`config.mk`:
```
export PLATFORM = sky130hd
export DESIGN_NAME = updown_counter_n
export DESIGN_NICKNAME = d
export VERILOG_FILES = /design/src/rtl/counter_pkg.sv /design/src/rtl/counter_run_flag.sv /design/src/rtl/updown_counter_n.sv
export SDC_FILE = /design/constraint.sdc
export NUM_CORES = 1
export LEC_CHECK = 0
export CAP_MARGIN = 20
export CORE_MARGIN = 5
export CORE_UTILIZATION = 55
export CTS_BUF_LIST = sky130_fd_sc_hd__clkbuf_4 sky130_fd_sc_hd__clkbuf_8
export DETAILED_ROUTE_END_ITERATION = 12
export PLACE_DENSITY = 0.81
export SLEW_MARGIN = 25
export SYNTH_ARGS = -nofsm -noshare
export SYNTH_HDL_FRONTEND = slang
export SYNTH_SLANG_ARGS = --single-unit
```
`constraint.sdc`:
```
create_clock -name CLK -period 3 [get_ports CLK]
set_input_delay 0.9 -clock CLK [delete_from_list [all_inputs] [get_ports CLK]]
set_output_delay 0.9 -clock CLK [all_outputs]
set_load 0.05 [all_outputs]
```
`src/rtl/counter_pkg.sv`:
```
// counter_pkg: shared width default and count direction type for the up/down counter.
package counter_pkg;
  localparam int DEFAULT_WIDTH = 8;
  typedef enum logic {DIR_DN = 1'b0, DIR_UP = 1'b1} dir_e;
endpackage

```
`src/rtl/counter_run_flag.sv`:
```
// counter_run_flag: set/clear run flag, priority CLR > START > END > hold.
module counter_run_flag (
  input  logic CLK,
  input  logic RESETn,
  input  logic CLR,
  input  logic START,
  input  logic END,
  output logic Q
);
  always_ff @(posedge CLK or negedge RESETn)
    if (!RESETn) Q <= 1'b0;
    else Q <= CLR ? 1'b0 : START ? 1'b1 : END ? 1'b0 : Q;
endmodule

```
`src/rtl/updown_counter_n.sv`:
```
// updown_counter_n: up/down counter with run flags, load, limit register, wrap/saturate and TC pulse.
// Define UPDOWN_COUNTER_CMP_EN to add the CMP_VAL / CMP_HIT compare output.
module updown_counter_n
  import counter_pkg::*;
#(
  parameter int WIDTH = DEFAULT_WIDTH,
  parameter logic [WIDTH-1:0] LIMIT_RST = '1
) (
  input  logic             CLK,
  input  logic             RESETn,
  input  logic             CLR,
  input  logic             INC_START,
  input  logic             INC_END,
  input  logic             DEC_START,
  input  logic             DEC_END,
  input  logic             MODE_SEL,
  input  logic             HOLD,
  input  logic             LOAD,
  input  logic             LIM_WR,
  input  logic             WRAP_EN,
  input  logic [WIDTH-1:0] DIN,
`ifdef UPDOWN_COUNTER_CMP_EN
  input  logic [WIDTH-1:0] CMP_VAL,
  output logic             CMP_HIT,
`endif
  output logic [WIDTH-1:0] DOUT,
  output logic             BUSY,
  output logic             TC
);
  localparam logic [WIDTH-1:0] ONE = 1;
  logic up_run, dn_run, boundary, stepping;
  logic [WIDTH-1:0] lim, step_val, dout_next;
  dir_e dir;
  counter_run_flag u_up (.CLK(CLK), .RESETn(RESETn), .CLR(CLR), .START(INC_START), .END(INC_END), .Q(up_run));
  counter_run_flag u_dn (.CLK(CLK), .RESETn(RESETn), .CLR(CLR), .START(DEC_START), .END(DEC_END), .Q(dn_run));
  assign dir = dir_e'(MODE_SEL);
  assign BUSY = (dir == DIR_UP) ? up_run : dn_run;
  always_comb begin
    boundary = (dir == DIR_UP) ? (DOUT >= lim) : (DOUT == '0);
    step_val = (dir == DIR_UP) ? (boundary ? (WRAP_EN ? '0 : lim) : DOUT + ONE)
                               : (boundary ? (WRAP_EN ? lim : '0) : DOUT - ONE);
    stepping = !CLR && BUSY && !HOLD;
    dout_next = CLR ? '0 : !BUSY ? (LOAD ? DIN : DOUT) : HOLD ? DOUT : step_val;
  end
  // the step above sees the old limit even when LIM_WR is active this cycle
  always_ff @(posedge CLK or negedge RESETn)
    if (!RESETn) begin
      DOUT <= '0;
      TC   <= 1'b0;
      lim  <= LIMIT_RST;
    end else begin
      DOUT <= dout_next;
      TC   <= stepping && boundary;
      if (LIM_WR) lim <= DIN;
    end
`ifdef UPDOWN_COUNTER_CMP_EN
  always_ff @(posedge CLK or negedge RESETn)
    if (!RESETn) CMP_HIT <= 1'b0;
    else CMP_HIT <= (dout_next == CMP_VAL);
`endif
endmodule

```
==> metrics.md, run 1 <==
| Metric | Value |
|---|---|
| Fill cells | 238 |
| DIE WIDTH | 66.0 um |
| Total global routing track utilization | 0.240 |
| Nets | 267 |
| IO Count | 30 |
| Root buffer cell | clkbuf_4 |
| DRC Markers | 0 |
| Sink Count | 19 |
| Clk_lat worst skew | 310 ps |
| Share of post-route cells with drive strength above 1 | 0.191 |
| Crit path cell chain | clkdlybuf4s50_1 -> mux2i_4 -> inv_2 -> buf_4 |
| Net Count, Synth | 230 |
| Footprint of the multi-input gates | 1120 um^2 |
| Setup Viol. Count Final | 0 |
| Worst r2r path cells | 8 |
| Routed WL per cell | 16.8 um |
| CTS tree | built |
| WL final | 4680 um |
| RSZ-0062 raised after global routing | false |
| Cell Area, Synth | 1730 um^2 |
| FMAX | 345 MHz |
| Buf/Inv on CP | 3 |
| Endpoints failing hold | 0 |
| Crit. path cell count | 4 |
| Power, Total | 0.865 mW |
| Die H | 66.0 um |
| Max_slew headroom | 0.641 |
| Crit end category | output port |
| First-pass GRT wire length | 8080 um |
| Post-CTS Setup Repair Bufs | 0 |
| CTS max path bufs | 2 |
| Grt met2 use | 0.411 |
| Met1 GRT Util | 0.303 |
| Synth-to-layout area growth | 23.9% |
| Die footprint | 4360 um^2 |
| Max_cap viols | 0 |
| Met3 GRT Util | 0.0459 |
| Required time of the critical path | 2100 ps |
| Worst path slowest cell | clkdlybuf4s50_1 |
| Period minus WS final | 2900 ps |
| ANT cells | 0 |
| Hold Crit Class | reg2reg |
| Final Max Tran Viols | 0 |
| Post-route setup TNS | 0 ps |
| CP startpoint kind | input port |
| Initial core utilization | 0.570 |
| Largest net degree at the start of global routing | 20 |
| FF+latch area | 485 um^2 |
| Worst path top cell family by delay | buffers and inverters |
| Busiest grt layer | met2 |
| Critical Path Fanout Max | 6 |
| Top FF cell, synth | dfrtp_1 |
| Actual slew at the worst max-slew pin | 532 ps |
| Core box area | 3030 um^2 |
| Initial DRC count | 86 |
| Antenna violations before repair | 0 |
| Synth cell types | 57 |
| Num CTS Buffers | 3 |
| H-Tree Depth | 1 |
| Syn avg cell area | 8.67 um^2 |
| Outcome | finished clean |
| Min-Delay Path Depth | 2 |
| Power Dens Cells | 404 nW/um^2 |
| Flops & latches, synth | 19 |
| Kind of critical path | in2out |
| Row cnt | 20 |
| Most frequent cells in the layout | clkdlybuf4s50_1 (28), nand2_1 (23), buf_4 (16) |
| Ys Warns | 0 |
| Maximum vdd drop | 209 uV |
| Post-DRT Antenna Nets | 0 |
| PortBufs | 29 |
| Sequential-to-total area share from yosys stat | 0.281 |
| Asr flop ratio synth | 1.00 |
| Most common cell after layout, fill and taps aside | clkdlybuf4s50_1 |
| DR pass1 iterations | 4 |
| Max incr delay on CP | 540 ps |
| Vias in the first global route | 1,739 |
| GRT overflow | 0 |
| Cell count after synthesis | 199 |
| CTS clock-pin slew for the worst setup and hold paths | 120 ps |
| Gp weighted congestion | 1.03 |
| Clock skew | 1.10 ps |
| Leakage | 0.925 nW |
| Tcrit/Tclk final | 0.966 |
| Via Count | 1,682 |
| Post-cts hold buffer count | 0 |
| Number of synthesized flops with an enable pin | 0 |
| PostCTS Resize Cnt | 0 |
| Core Util, Final | 0.706 |
| Detailed placement HPWL | 3540 um |
| Vias per cell | 6.03 |
| Critical path data arrival time | 2000 ps |
where the power goes:
part           total, mW  switching, mW  internal, mW  leakage (nW)
Combinational      0.383          0.215         0.168         0.676
Clock              0.154         0.0934        0.0611        0.0184
Sequential         0.328         0.0423         0.285         0.230
path summary, 6_finish.rpt:
kind	start	to	slack [ps]
setup / recovery	MODE_SEL	BUSY	100
hold / removal	lim[5]	lim[5]	540
setup reg to reg	DOUT[0]	DOUT[5]	530
hold reg to reg	lim[5]	lim[5]	540
max in group asynchronous	RESETn	lim[4]	1830
min in group asynchronous	RESETn	DOUT[3]	900
worst register-to-register path: stages (launching register included):
cell and delay (ps):
dfrtp_1 560, inv_1 180, ha_1 320, nor3b_1 230, o21ai_0 260, a2bb2oi_2 290
o21ai_2 90, a221oi_1 340, nor3_2 90
Yosys cell counts, drive strengths merged (6+ instances only):
master / number / share of area
ha: 11 / 0.080
dfstp: 8 / 0.12
nand2: 24 / 0.054
nor2: 11 / 0.024
xnor2: 6 / 0.030
inv: 13 / 0.028
o21ai: 12 / 0.037
dfrtp: 11 / 0.16
nor3: 7 / 0.023
a21oi: 9 / 0.028
buf: 8 / 0.033
nand3: 11 / 0.032
sequential cells by signal (all words and copies together) (netlist names):
register / count
DOUT: 8
lim: 8
TC: 1
u_dn.Q: 1
u_up.Q: 1
layout make-up:
type                            instances  share of cell area
Sequential cell                        19               0.227
Clock buffer                            4              0.0140
Tap cell                               44              0.0257
Timing Repair Buffer                   44               0.187
Inverter                               13              0.0228
Multi-Input combinational cell        155               0.523
kinds of logic after synthesis:
kind of cell	after synthesis	synth area share
and+or+nand+nor	69	0.211
AOI/OAI and AO/OA	56	0.241
buffers and inverters	25	0.0703
DFF	19	0.281
xor gates and xnor gates	11	0.0558
adders and majority gates	11	0.0798
muxes	8	0.0602
metrics by stage:
| step | setup WS, ps | hold WS [ps] | instance area, um^2 | instances |
|---|---|---|---|---|
| 6_report | 101 | 540 | 2140 | 279 |
| 5_1_grt | 68.3 | 570 | 2140 | 279 |
| 2_1_floorplan | 363 | 487 | 1730 | 199 |
| 4_1_cts | 89.8 | 543 | 2140 | 279 |
| 3_3_place_gp | 101 | 512 | 2110 | 275 |
| 3_5_place_dp | 97.1 | 525 | 2110 | 275 |
routing by layer:
metal  up-vias  wire length [um]
met4         0               119
met3        16               350
met1       796              1960
met5         -                 0
met2        75              2250
li1        795                 -
No activity file was read; power rests on OpenSTA's default activity.
==> run 2: changes to the inputs <==
TNS_END_PERCENT = 20   (was not set)
==> results of run 2 <==
The final DEF is identical to that of run 1; final timing and power are the same.
==> run 3: changes to the inputs <==
CORE_UTILIZATION = 54   (was 55)
PLACE_DENSITY = 0.8   (was 0.81)
SYNTH_HIERARCHICAL = 1   (was not set)
==> metrics.md, run 3 <==
| Metric | Value |
|---|---|
| CTS clock-pin slew for the worst setup and hold paths | 130 ps (was 120 ps) |
| Endpoints failing hold | 0 (unchanged) |
| CTS max path bufs | 2 (unchanged) |
| Footprint of the multi-input gates | 993 um^2 (was 1120 um^2) |
| Final Max Tran Viols | 0 (unchanged) |
| Via Count | 1,523 (was 1,682) |
| Flops & latches, synth | 19 (unchanged) |
| Sequential-to-total area share from yosys stat | 0.305 (was 0.281) |
| Worst path slowest cell | clkdlybuf4s50_1 (unchanged) |
| Synth area leaders | dfrtp_1 (17%), dfstp_2 (13%), ha_1 (8.6%) (was dfrtp_1 (16%), dfstp_2 (12%), ha_1 (8.0%)) |
| FMAX | 350 MHz (was 345 MHz) |
| RSZ-0062 raised after global routing | false (unchanged) |
| Crit path cell chain | clkdlybuf4s50_1 -> mux2_4 -> buf_12 (was clkdlybuf4s50_1 -> mux2i_4 -> inv_2 -> buf_4) |
| Leading cell types by count after synthesis | inv_1 (15), nand2_1 (15), nand3_1 (12) (was nand2_1 (23), inv_1 (12)) |
| Post-DRT Antenna Nets | 0 (unchanged) |
| Core Util, Final | 0.709 (was 0.706) |
| Top FF cell, synth | dfrtp_1 (unchanged) |
| Syn avg cell area | 9.01 um^2 (was 8.67 um^2) |
| Row cnt | 19 (was 20) |
| Die H | 64.3 um (was 66.0 um) |
| Setup Viol. Count Final | 0 (unchanged) |
| Most frequent cells in the layout | clkdlybuf4s50_1 (28), inv_1 (15), nand2_1 (15) (was clkdlybuf4s50_1 (28), nand2_1 (23), buf_4 (16)) |
| Num CTS Buffers | 3 (unchanged) |
| Fill cells | 234 (was 238) |
| Total global routing track utilization | 0.225 (was 0.240) |
| CP startpoint kind | input port (unchanged) |
| Maximum vdd drop | 297 uV (was 209 uV) |
| Sink Count | 19 (unchanged) |
| IO Count | 30 (unchanged) |
| Ys Warns | 6 (was 0) |
| Clock skew | 12.9 ps (was 1.10 ps) |
| Gp weighted congestion | 0.951 (was 1.03) |
| Critical Path Fanout Max | 3 (was 6) |
| Outcome | finished clean (unchanged) |
| Initial core utilization | 0.573 (was 0.570) |
| H-Tree Depth | 1 (unchanged) |
| Hold Crit Class | reg2reg (unchanged) |
| ANT cells | 0 (unchanged) |
| Required time of the critical path | 2100 ps (about the same) |
| Max incr delay on CP | 540 ps (about the same) |
| Core box area | 2780 um^2 (was 3030 um^2) |
| Cell count after synthesis | 177 (was 199) |
| Synth cell types | 50 (was 57) |
| GRT overflow | 0 (unchanged) |
| Vias per cell | 6.35 (was 6.03) |
| Number of synthesized flops with an enable pin | 0 (unchanged) |
| Post-CTS Setup Repair Bufs | 0 (unchanged) |
| Detailed placement HPWL | 3170 um (was 3540 um) |
| Kind of critical path | in2out (unchanged) |
| DIE WIDTH | 64.3 um (was 66.0 um) |
| Antenna violations before repair | 0 (unchanged) |
| Net Count, Synth | 208 (was 230) |
| Top cell type by total area after synthesis | dfrtp_1 (unchanged) |
| Vias in the first global route | 1,625 (was 1,739) |
| FF+latch area | 485 um^2 (unchanged) |
| Power Dens Cells | 421 nW/um^2 (was 404 nW/um^2) |
| Most common cell after layout, fill and taps aside | clkdlybuf4s50_1 (unchanged) |
| Asr flop ratio synth | 1.00 (unchanged) |
| Actual slew at the worst max-slew pin | 564 ps (was 532 ps) |
| Period minus WS final | 2850 ps (was 2900 ps) |
| Top Registers | DOUT (8), lim (8) (unchanged) |
| CTS tree | built (unchanged) |
| Share of post-route cells with drive strength above 1 | 0.187 (was 0.191) |
| Clk_lat worst skew | 310 ps (about the same) |
| PostCTS Resize Cnt | 0 (unchanged) |
| DR pass1 iterations | 4 (unchanged) |
| Critical path data arrival time | 1950 ps (was 2000 ps) |
| Max_cap viols | 0 (unchanged) |
| PortBufs | 29 (unchanged) |
| Nets | 241 (was 267) |
| Post-cts hold buffer count | 0 (unchanged) |
| Leakage | 0.843 nW (was 0.925 nW) |
| WL final | 4260 um (was 4680 um) |
| Root buffer cell | clkbuf_4 (unchanged) |
| Synth-to-layout area growth | 23.7% (was 23.9%) |
| Post-route setup TNS | 0 ps (unchanged) |
| Cell Area, Synth | 1590 um^2 (was 1730 um^2) |
| Max_slew headroom | 0.623 (was 0.641) |
| Routed WL per cell | 17.7 um (was 16.8 um) |
| Tcrit/Tclk final | 0.951 (was 0.966) |
| Largest net degree at the start of global routing | 20 (unchanged) |
| Die footprint | 4140 um^2 (was 4360 um^2) |
| DRC Markers | 0 (unchanged) |
| Initial DRC count | 109 (was 86) |
| Crit end category | output port (unchanged) |
| First-pass GRT wire length | 7520 um (was 8080 um) |
| Synth top area share | 0.173 (was 0.160) |
-- run 3: layer usage --
metal  part of all wire  track usage  vias to the layer above
li1                   -            -                      713
met1               0.41        0.282                      714
met2               0.48        0.371                       83
met3              0.085       0.0420                       13
met4              0.026        0.104                        0
met5                  0            0                        -
-- run 3: path summary, 6_finish.rpt --
path                       slack (ps)       to  depth (start not counted)  startpoint
setup / recovery                  150     BUSY                          3    MODE_SEL
hold / removal                    530   lim[5]                          2      lim[5]
setup reg to reg                  580  DOUT[5]                          8     DOUT[1]
hold reg to reg                   530   lim[5]                          2      lim[5]
max in group asynchronous        1820   lim[0]                          2      RESETn
min in group asynchronous         900  DOUT[4]                          2      RESETn
-- run 3: final cells by class --
cell class	count	area share
multi-input combinational	133	0.504
sequential	19	0.246
timing repair buffer	38	0.187
inverter	15	0.0286
tap	31	0.0197
clock buffer	4	0.0152
-- run 3: worst max-delay path: cells and delay by family --
family / cells / cell delay (ps)
mux: 1 / 350
buf+inv: 2 / 700
-- run 3: cells by family (layout without fill, tap and decap cells) --
group | after synthesis | in the layout | share of synthesized area
compound gates | 54 | 54 | 0.248
buf+inv | 25 | 57 | 0.0722
fa+ha+maj | 11 | 11 | 0.0863
xor+xnor | 12 | 12 | 0.0659
simple gates | 53 | 53 | 0.197
mux | 3 | 3 | 0.0259
flops | 19 | 19 | 0.305
-- run 3: report_power, final --
part           total (mW)  internal, mW  switching (mW)  leakage (nW)
combinational       0.355         0.155           0.201         0.594
sequential          0.325         0.286          0.0387         0.230
clock               0.150        0.0609          0.0893        0.0184
total               0.830         0.501           0.329         0.843
-- run 3: per-stage QoR --
stage	cell area [um^2]	hold slack [ps]	power, mW	std cells	worst slack (ps)
4_1_cts	1970	539	0.829	240	146
2_1_floorplan	1590	494	0.561	177	238
3_3_place_gp	1940	513	0.669	236	141
5_1_grt	1970	556	0.884	240	123
3_5_place_dp	1940	524	0.681	236	127
6_report	1970	534	0.830	240	146
